<file path="src/rtl/alu_issue_queue.sv">
// Issue stage for the 4-bit combinational ALU: buffers requests in a small FIFO,
// presents the head to the ALU and holds the result in a valid/ready output register.
module alu_issue_queue #(
    parameter int DEPTH = 4,
    parameter int AW    = 2
) (
    input  logic       clk,
    input  logic       rst_n,
    input  logic       in_valid,
    output logic       in_ready,
    input  logic [3:0] in_opcode,
    input  logic [3:0] in_a,
    input  logic [3:0] in_b,
    input  logic       in_cin,
    input  logic       in_cin_sel,
    output logic [3:0] aluin_a,
    output logic [3:0] aluin_b,
    output logic [3:0] OPCODE,
    output logic       Cin,
    input  logic [3:0] alu_out,
    input  logic       Cout,
    output logic       res_valid,
    input  logic       res_ready,
    output logic [3:0] res_data,
    output logic       res_cout,
    output logic       res_illegal
);

    typedef struct packed {
        logic [3:0] opcode;
        logic [3:0] a;
        logic [3:0] b;
        logic       cin;
        logic       cin_sel;
    } entry_t;

    typedef enum logic [1:0] {
        IDLE  = 2'd0,
        ISSUE = 2'd1,
        STALL = 2'd2
    } state_t;

    entry_t        mem [DEPTH];
    entry_t        head;
    logic [AW-1:0] wr_ptr;
    logic [AW-1:0] rd_ptr;
    logic [AW:0]   count;
    logic [AW:0]   count_d;
    logic          full;
    logic          empty;
    logic          push;
    logic          slot_free;
    logic          capture;
    logic          res_valid_d;
    logic          carry_q;
    state_t        state_q;
    state_t        state_d;

    function automatic logic is_illegal(input logic [3:0] op);
        case (op)
            4'b1000, 4'b1001, 4'b1010,
            4'b0000, 4'b0001, 4'b0010,
            4'b0100, 4'b0101: is_illegal = 1'b0;
            default:          is_illegal = 1'b1;
        endcase
    endfunction

    assign full      = (count == (AW+1)'(DEPTH));
    assign empty     = (count == '0);
    assign in_ready  = !full;
    assign push      = in_valid && !full;
    assign slot_free = !res_valid || res_ready;
    assign capture   = !empty && slot_free;
    assign head      = mem[rd_ptr];

    // The ALU sees the FIFO head directly; with nothing queued all its inputs rest at zero.
    always_comb begin
        aluin_a = '0;
        aluin_b = '0;
        OPCODE  = '0;
        Cin     = 1'b0;
        if (!empty) begin
            aluin_a = head.a;
            aluin_b = head.b;
            OPCODE  = head.opcode;
            Cin     = head.cin_sel ? carry_q : head.cin;
        end
    end

    always_ff @(posedge clk) begin
        if (push) begin
            mem[wr_ptr] <= '{opcode: in_opcode, a: in_a, b: in_b,
                             cin: in_cin, cin_sel: in_cin_sel};
        end
    end

    always_ff @(posedge clk or negedge rst_n) begin
        if (!rst_n) begin
            wr_ptr <= '0;
            rd_ptr <= '0;
            count  <= '0;
        end else begin
            if (push) begin
                wr_ptr <= wr_ptr + AW'(1);
            end
            if (capture) begin
                rd_ptr <= rd_ptr + AW'(1);
            end
            count <= count_d;
        end
    end

    always_comb begin
        count_d = count;
        case ({push, capture})
            2'b10:   count_d = count + (AW+1)'(1);
            2'b01:   count_d = count - (AW+1)'(1);
            default: count_d = count;
        endcase
    end

    // carry_q follows every capture so chained ops see the Cout of the op issued just before.
    always_ff @(posedge clk or negedge rst_n) begin
        if (!rst_n) begin
            res_valid   <= 1'b0;
            res_data    <= '0;
            res_cout    <= 1'b0;
            res_illegal <= 1'b0;
            carry_q     <= 1'b0;
        end else if (capture) begin
            res_valid   <= 1'b1;
            res_data    <= alu_out;
            res_cout    <= Cout;
            res_illegal <= is_illegal(head.opcode);
            carry_q     <= Cout;
        end else if (res_valid && res_ready) begin
            res_valid <= 1'b0;
        end
    end

    assign res_valid_d = capture || (res_valid && !res_ready);

    always_ff @(posedge clk or negedge rst_n) begin
        if (!rst_n) begin
            state_q <= IDLE;
        end else begin
            state_q <= state_d;
        end
    end

    // Status tracker only; the datapath is governed by the FIFO count and slot handshake.
    always_comb begin
        state_d = state_q;
        case (state_q)
            IDLE: begin
                if (push) begin
                    state_d = ISSUE;
                end
            end
            ISSUE: begin
                if (count_d == '0 && !res_valid_d) begin
                    state_d = IDLE;
                end else if (res_valid && !res_ready) begin
                    state_d = STALL;
                end
            end
            STALL: begin
                if (res_ready) begin
                    state_d = (count_d == '0 && !res_valid_d) ? IDLE : ISSUE;
                end
            end
            default: state_d = IDLE;
        endcase
    end

endmodule

</file>
<file path="config.mk">
export PLATFORM = sky130hd
export DESIGN_NAME = alu_issue_queue
export DESIGN_NICKNAME = d
export VERILOG_FILES = /design/src/rtl/alu_issue_queue.sv
export SDC_FILE = /design/constraint.sdc
export NUM_CORES = 1
export LEC_CHECK = 0
export ABC_AREA = 1
export BUFFER_PORTS_ARGS = -buffer_cell sky130_fd_sc_hd__buf_4
export CORE_UTILIZATION = 55
export CTS_CLUSTER_DIAMETER = 60
export DETAILED_ROUTE_END_ITERATION = 16
export PLACE_DENSITY_LB_ADDON = 0.05
export SLEW_MARGIN = 20
export SYNTH_ARGS = -nofsm -noshare
export SYNTH_HDL_FRONTEND = slang
export SYNTH_SLANG_ARGS = --single-unit
</file>
<file path="constraint.sdc">
create_clock -name clk -period 2.3 [get_ports clk]
set_clock_uncertainty 0.15 [all_clocks]
set_input_delay 0.23 -clock clk [delete_from_list [all_inputs] [get_ports clk]]
set_output_delay 0.23 -clock clk [all_outputs]
set_load 0.01 [all_outputs]
</file>
Word level (Yosys, flattened, before mapping):

Memories as Yosys holds them, arrays and structs flattened. A register that Yosys moved wholly into a read port is not among the register bits.
Cells that the tools add are included.

* flip-flop bits (word level): 13
* memory bits (writable): 56
* memory bits (read-only): 16
* input port bits: 23
* output and inout bits: 21
* logic and storage cells: 36
* memories: 2

Memories
* mem: words 4, bits a word 14, read ports 1, clocked after memory_dff 0, write ports 1, line 43 `entry_t mem [DEPTH];`
* (name not given): words 16, bits a word 1, read ports 1, clocked after memory_dff 1, write ports 0, line 60 `case (op)`

* add/sub/neg operators: 4
* eq/ne operators: 3
* muxes and demuxes: 10
* reductions and logical operators: 11

Operator list (count)
* 2-to-1 mux 4 bit: 3
* 2-to-1 mux 1 bit: 6
* case mux 3 bit (2 select lines): 1
* adder 2 x 1 -> 2 bit, second input constant: 2
* zero test 1 bit: 4
* nonzero test 2 bit: 2
* adder 3 x 1 -> 3 bit, second input constant: 1
* equality test 3 bit, second input constant: 1
* logical AND 1 bit: 3
* zero test 3 bit: 1
* subtractor 3 x 1 -> 3 bit, second input constant: 1
* equality test 2 x 1 -> 1 bit, second input constant: 1
* equality test 2 bit, second input constant: 1
* logical OR 1 bit: 1

Longest topological paths before layout:

* depth after elaboration: 5
* depth in mapped cells: 10
* mapped depth without buffers: 10

Worst setup path after synthesis:

OpenSTA, ideal clock, no wires.

* kind: register -> register
* start: register count[0]
* end: register count[2]
* data arrival time: 1.735 ns
* data required time: 2.019 ns
* slack: 0.284 ns
* cell stages (with the launch flop): 11
* buffers on the path: 0
* clock period less this slack: 2.016 ns
* path through: dfrtp_1 > inv_1 > nand3_1 > nand2_2 > inv_1 > ha_1 > inv_1 > fa_1 > a21oi_1 > o21ai_0 > xor2_1

* word-level cells in the longest chain between the ends: 5
* elaborated cells on any way between the ends: 12

Ends and longest elaborated chain
* start, declared: line 47 `logic [AW:0] count;`
* start signal, assigned: line 109 `count <= count_d;`
* zero test 3 bit *: line 69 `assign empty = (count == '0);`
* zero test 1 bit *
* logical AND 1 bit *: line 73 `assign capture = !empty && slot_free;`
* named net capture: line 53 `logic capture;`
* equality test 2 x 1 -> 1 bit / equality test 2 bit (equally long branches): line 115 `case ({push, capture})`
* case mux 3 bit (2 select lines) / nonzero test 2 bit (equally long branches)

Mark *: on every way through the listed nets, which the timed path passes. The rest lies on a longest branch.
A chain may end at the register's enable or synchronous reset.

Worst setup path after layout:

* start: register count[1]
* end: output OPCODE[1]

* word-level cells in the longest chain between the ends: 2

Ends and longest elaborated chain
* zero test 3 bit: line 69
* 2-to-1 mux 4 bit: line 82 `if (!empty) begin`
* end, declared: line 18 `output logic [3:0] OPCODE,`

Every way passes these cells.

==> results.py <==
metrics = {
    "final_layout": {
        "area_growth_pct": 25.92,
        "stdcell_count": 406,
        "final_core_util": 0.7200,
        "fin_nets": 360,
        "fin_area_um2": 3677,
        "drive_gt1_frac": 0.1994,
        "fillerInstances": 398,
        "n_antenna_cell": 0,
    },
    "setup_path": {
        "critPathMaxStageDelay_ps": 440,
        "required_ps": 1920,
        "worstSetupStartpoint": "count[1]",
        "critical_path_arrival_ps": 1740,
        "crit_chain": "inv_1 > nand3_1 > inv_1 > nor2_1 > buf_4",
        "timing.critical_path.mode_cell": "inv_1",
        "endpoint_kind": "output pin",
        "critPathLaunchType": "register",
        "cp_max_fo": 13,
        "r2r-start": "count[1]",
        "cpMaxStageDelayCell": "inv_1",
        "critPathKind": "reg -> out",
    },
    "timing": {
        "fin_crit_ps": 2122,
        "slew_violations": 0,
        "hold_viol_final": 0,
        "fin_setup_tns_ps": 0,
        "whs_ps": 22.68,
        "fmax_ghz": 0.4714,
        "finalCritPeriodShare": 0.9224,
        "setup_viol": 0,
        "worst_slack_ps": 178.5,
        "relSlewSlack": 0.6405,
        "worst_pin_slew_ps": 538.7,
        "rsz0062_at_grt": "no",
    },
    "power": {
        "p_clk_frac": 0.171,
        "switching_power_mw": 1.732,
        "ir_drop_v": 0.0008362,
        "power.density_nw_per_um2": 1264,
        "p_leak_nw": 1.552,
        "power.share.switching": 0.3727,
        "power_mw": 4.648,
        "power_frac_comb": 0.437,
        "p_int_mw": 2.915,
        "seqPwrFrac": 0.392,
    },
    "clocking": {
        "clock_path_buffers": 2,
        "clock_sinks": 70,
        "htreeDepth": 3,
        "cts_tree": "yes",
        "cts_setup_buffers": 0,
        "cts_root_buffer": "clkbuf_8",
        "clkSlewWorstSetupHoldPaths_ps": 70,
        "clock_latency_ps": 330,
        "cts_buffers": 9,
    },
    "min_path": {
        "hp-start": "res_ready",
        "hold_path.class": "in -> reg",
    },
    "place": {
        "pre_cts_slack_ps": 212.3,
        "dp.cells": 370,
        "dp_hpwl_um": 3414,
        "place.gp.congestion": 0.7290,
        "portBuffers": 43,
        "place_area_um2": 3323,
    },
    "drt": {
        "viasPerCell": 4.936,
        "post-route-drc-count": 0,
        "antenna_left": 0,
        "wl_per_cell_um": 14.21,
        "vias": 2004,
        "postRouteWirelength_um": 5771,
        "drt_pass1_iterations": 4,
        "drt_iter0_drc": 91,
    },
    "floorplan": {
        "die_h_um": 74.87,
        "dieArea_um2": 5605,
        "num_rows": 26,
        "die_x_um": 74.87,
        "core_area_um2": 5107,
        "start_util": 0.5718,
        "ios": 44,
    },
    "grt": {
        "grt_overflow": 0,
        "antenna_found_initial": 0,
        "grt_pass1_wl_um": 8928,
        "grt_pass1_vias": 1931,
        "grt_util_all_layers": 0.2301,
        "grt_max_degree": 30,
    },
    "logic_synthesis": {
        "synth_seq_cells": 70,
        "syn_area_um2": 2920,
        "synthesis.nets": 287,
        "ys_seq_area_frac": 0.6958,
        "synthCells": 258,
        "synth.avg_cell_area_um2": 11.32,
        "synth_warnings": 0,
        "synthDistinctLibCells": 20,
    },
    "run_status": {
        "status": "finished, final reports clean",
    },
    "job": {
        "maxCapViolations": 0,
    },
}
[registers in the layout, summed over array words and instances, names as in the netlist]
name and cells:
carry_q 1, rd_ptr 2, res_valid 1, count 3, res_data 4, wr_ptr 2
mem 56, res_illegal 1
[layer usage]
layer / global-route usage / share of wire / vias to the layer above
met4: 0.1069 / 0.018 / 0
met3: 0.04418 / 0.028 / 8
met1: 0.2794 / 0.44 / 950
met5: 0 / 0 / -
met2: 0.3994 / 0.51 / 39
li1: - / - / 1007
[layout make-up]
class	count	area, µm²	share of cell area
Sequential cell	70	2032	0.5526
Multi-Input combinational cell	159	742.0	0.2018
Inverter	19	73.82	0.02007
Tap cell	70	87.58	0.02382
Clock inverter	2	8.758	0.002382
Timing Repair Buffer	72	590.6	0.1606
Clock buffer	14	142.6	0.03879
[power by group through the flow]
stage          logic [mW]  clock network (mW)  registers, mW
6_report             2.03               0.797           1.82
5_1_grt              2.28               0.870           1.85
4_1_cts              2.04               0.812           1.82
3_5_place_dp         2.00                   0           1.84
3_3_place_gp         1.97                   0           1.83
2_1_floorplan        1.25                   0           1.85
[cells in the final DEF, fill, tap and decap left out, types with 2 or more instances in the layout]
cell type,netlist,routed
nand2_1,58,58
edfxtp_1,56,56
buf_4,3,52
nor2_1,42,42
dlygate4sd3_1,0,20
inv_1,17,17
o21ai_0,15,15
nand3_1,14,14
dfrtp_1,14,14
a21oi_1,13,13
clkbuf_8,0,9
ha_1,5,5
clkbuf_1,1,5
o21ai_1,4,4
xor2_1,3,3
nand2_2,2,2
[cell families after synthesis]
kind of cell | count (synthesis) | synth area share
adder cells (fa/ha/maj) | 6 | 0.02828
buffers and inverters | 29 | 0.05012
XOR/XNOR | 4 | 0.01200
flip-flops | 70 | 0.6958
AO/OA/AOI/OAI | 32 | 0.05484
AND/OR/NAND/NOR | 117 | 0.1590
[path summary, 6_finish.rpt]
check | end | slack [ps] | depth (start not counted)
worst max register to register | count[2] | 200 | 9
worst min-delay path | res_valid | 20 | 4
max in group asynchronous | rd_ptr[1] | 1660 | 2
min in group asynchronous | wr_ptr[1] | 150 | 2
worst max-delay path | OPCODE[1] | 180 | 5
worst min register to register | count[0] | 330 | 1
[Yosys cell counts]
library cell   n  area (µm²)
nor2_1        42       157.7
inv_2          2       7.510
nand2_1       58       217.7
ha_1           5       62.56
o21ai_0       15       75.07
dfrtp_1       14       350.3
xnor2_1        1       8.760
buf_2          3       15.01
nor2_2         1       6.260
clkbuf_1       1       3.750
fa_1           1       20.02
buf_6          3       33.78
a21oi_1       13       65.06
o21ai_1        4       20.02
edfxtp_1      56        1682
inv_1         17       63.81
buf_4          3       22.52
nand3_1       14       70.07
nand2_2        2       12.51
xor2_1         3       26.28
[critical path, delay by kind of cell, from the launching register on]
kind	cells	cell delay, ps
buf+inv	3	720
flops	1	390
simple gates	2	300
[timing repair]
action	in CTS	in global routing
endpoints found under the setup margin	0	1
resized for setup	0	2
hold buffers	20	0
hold endpoints to repair	75	0
No activity file was read; power rests on OpenSTA's default activity.
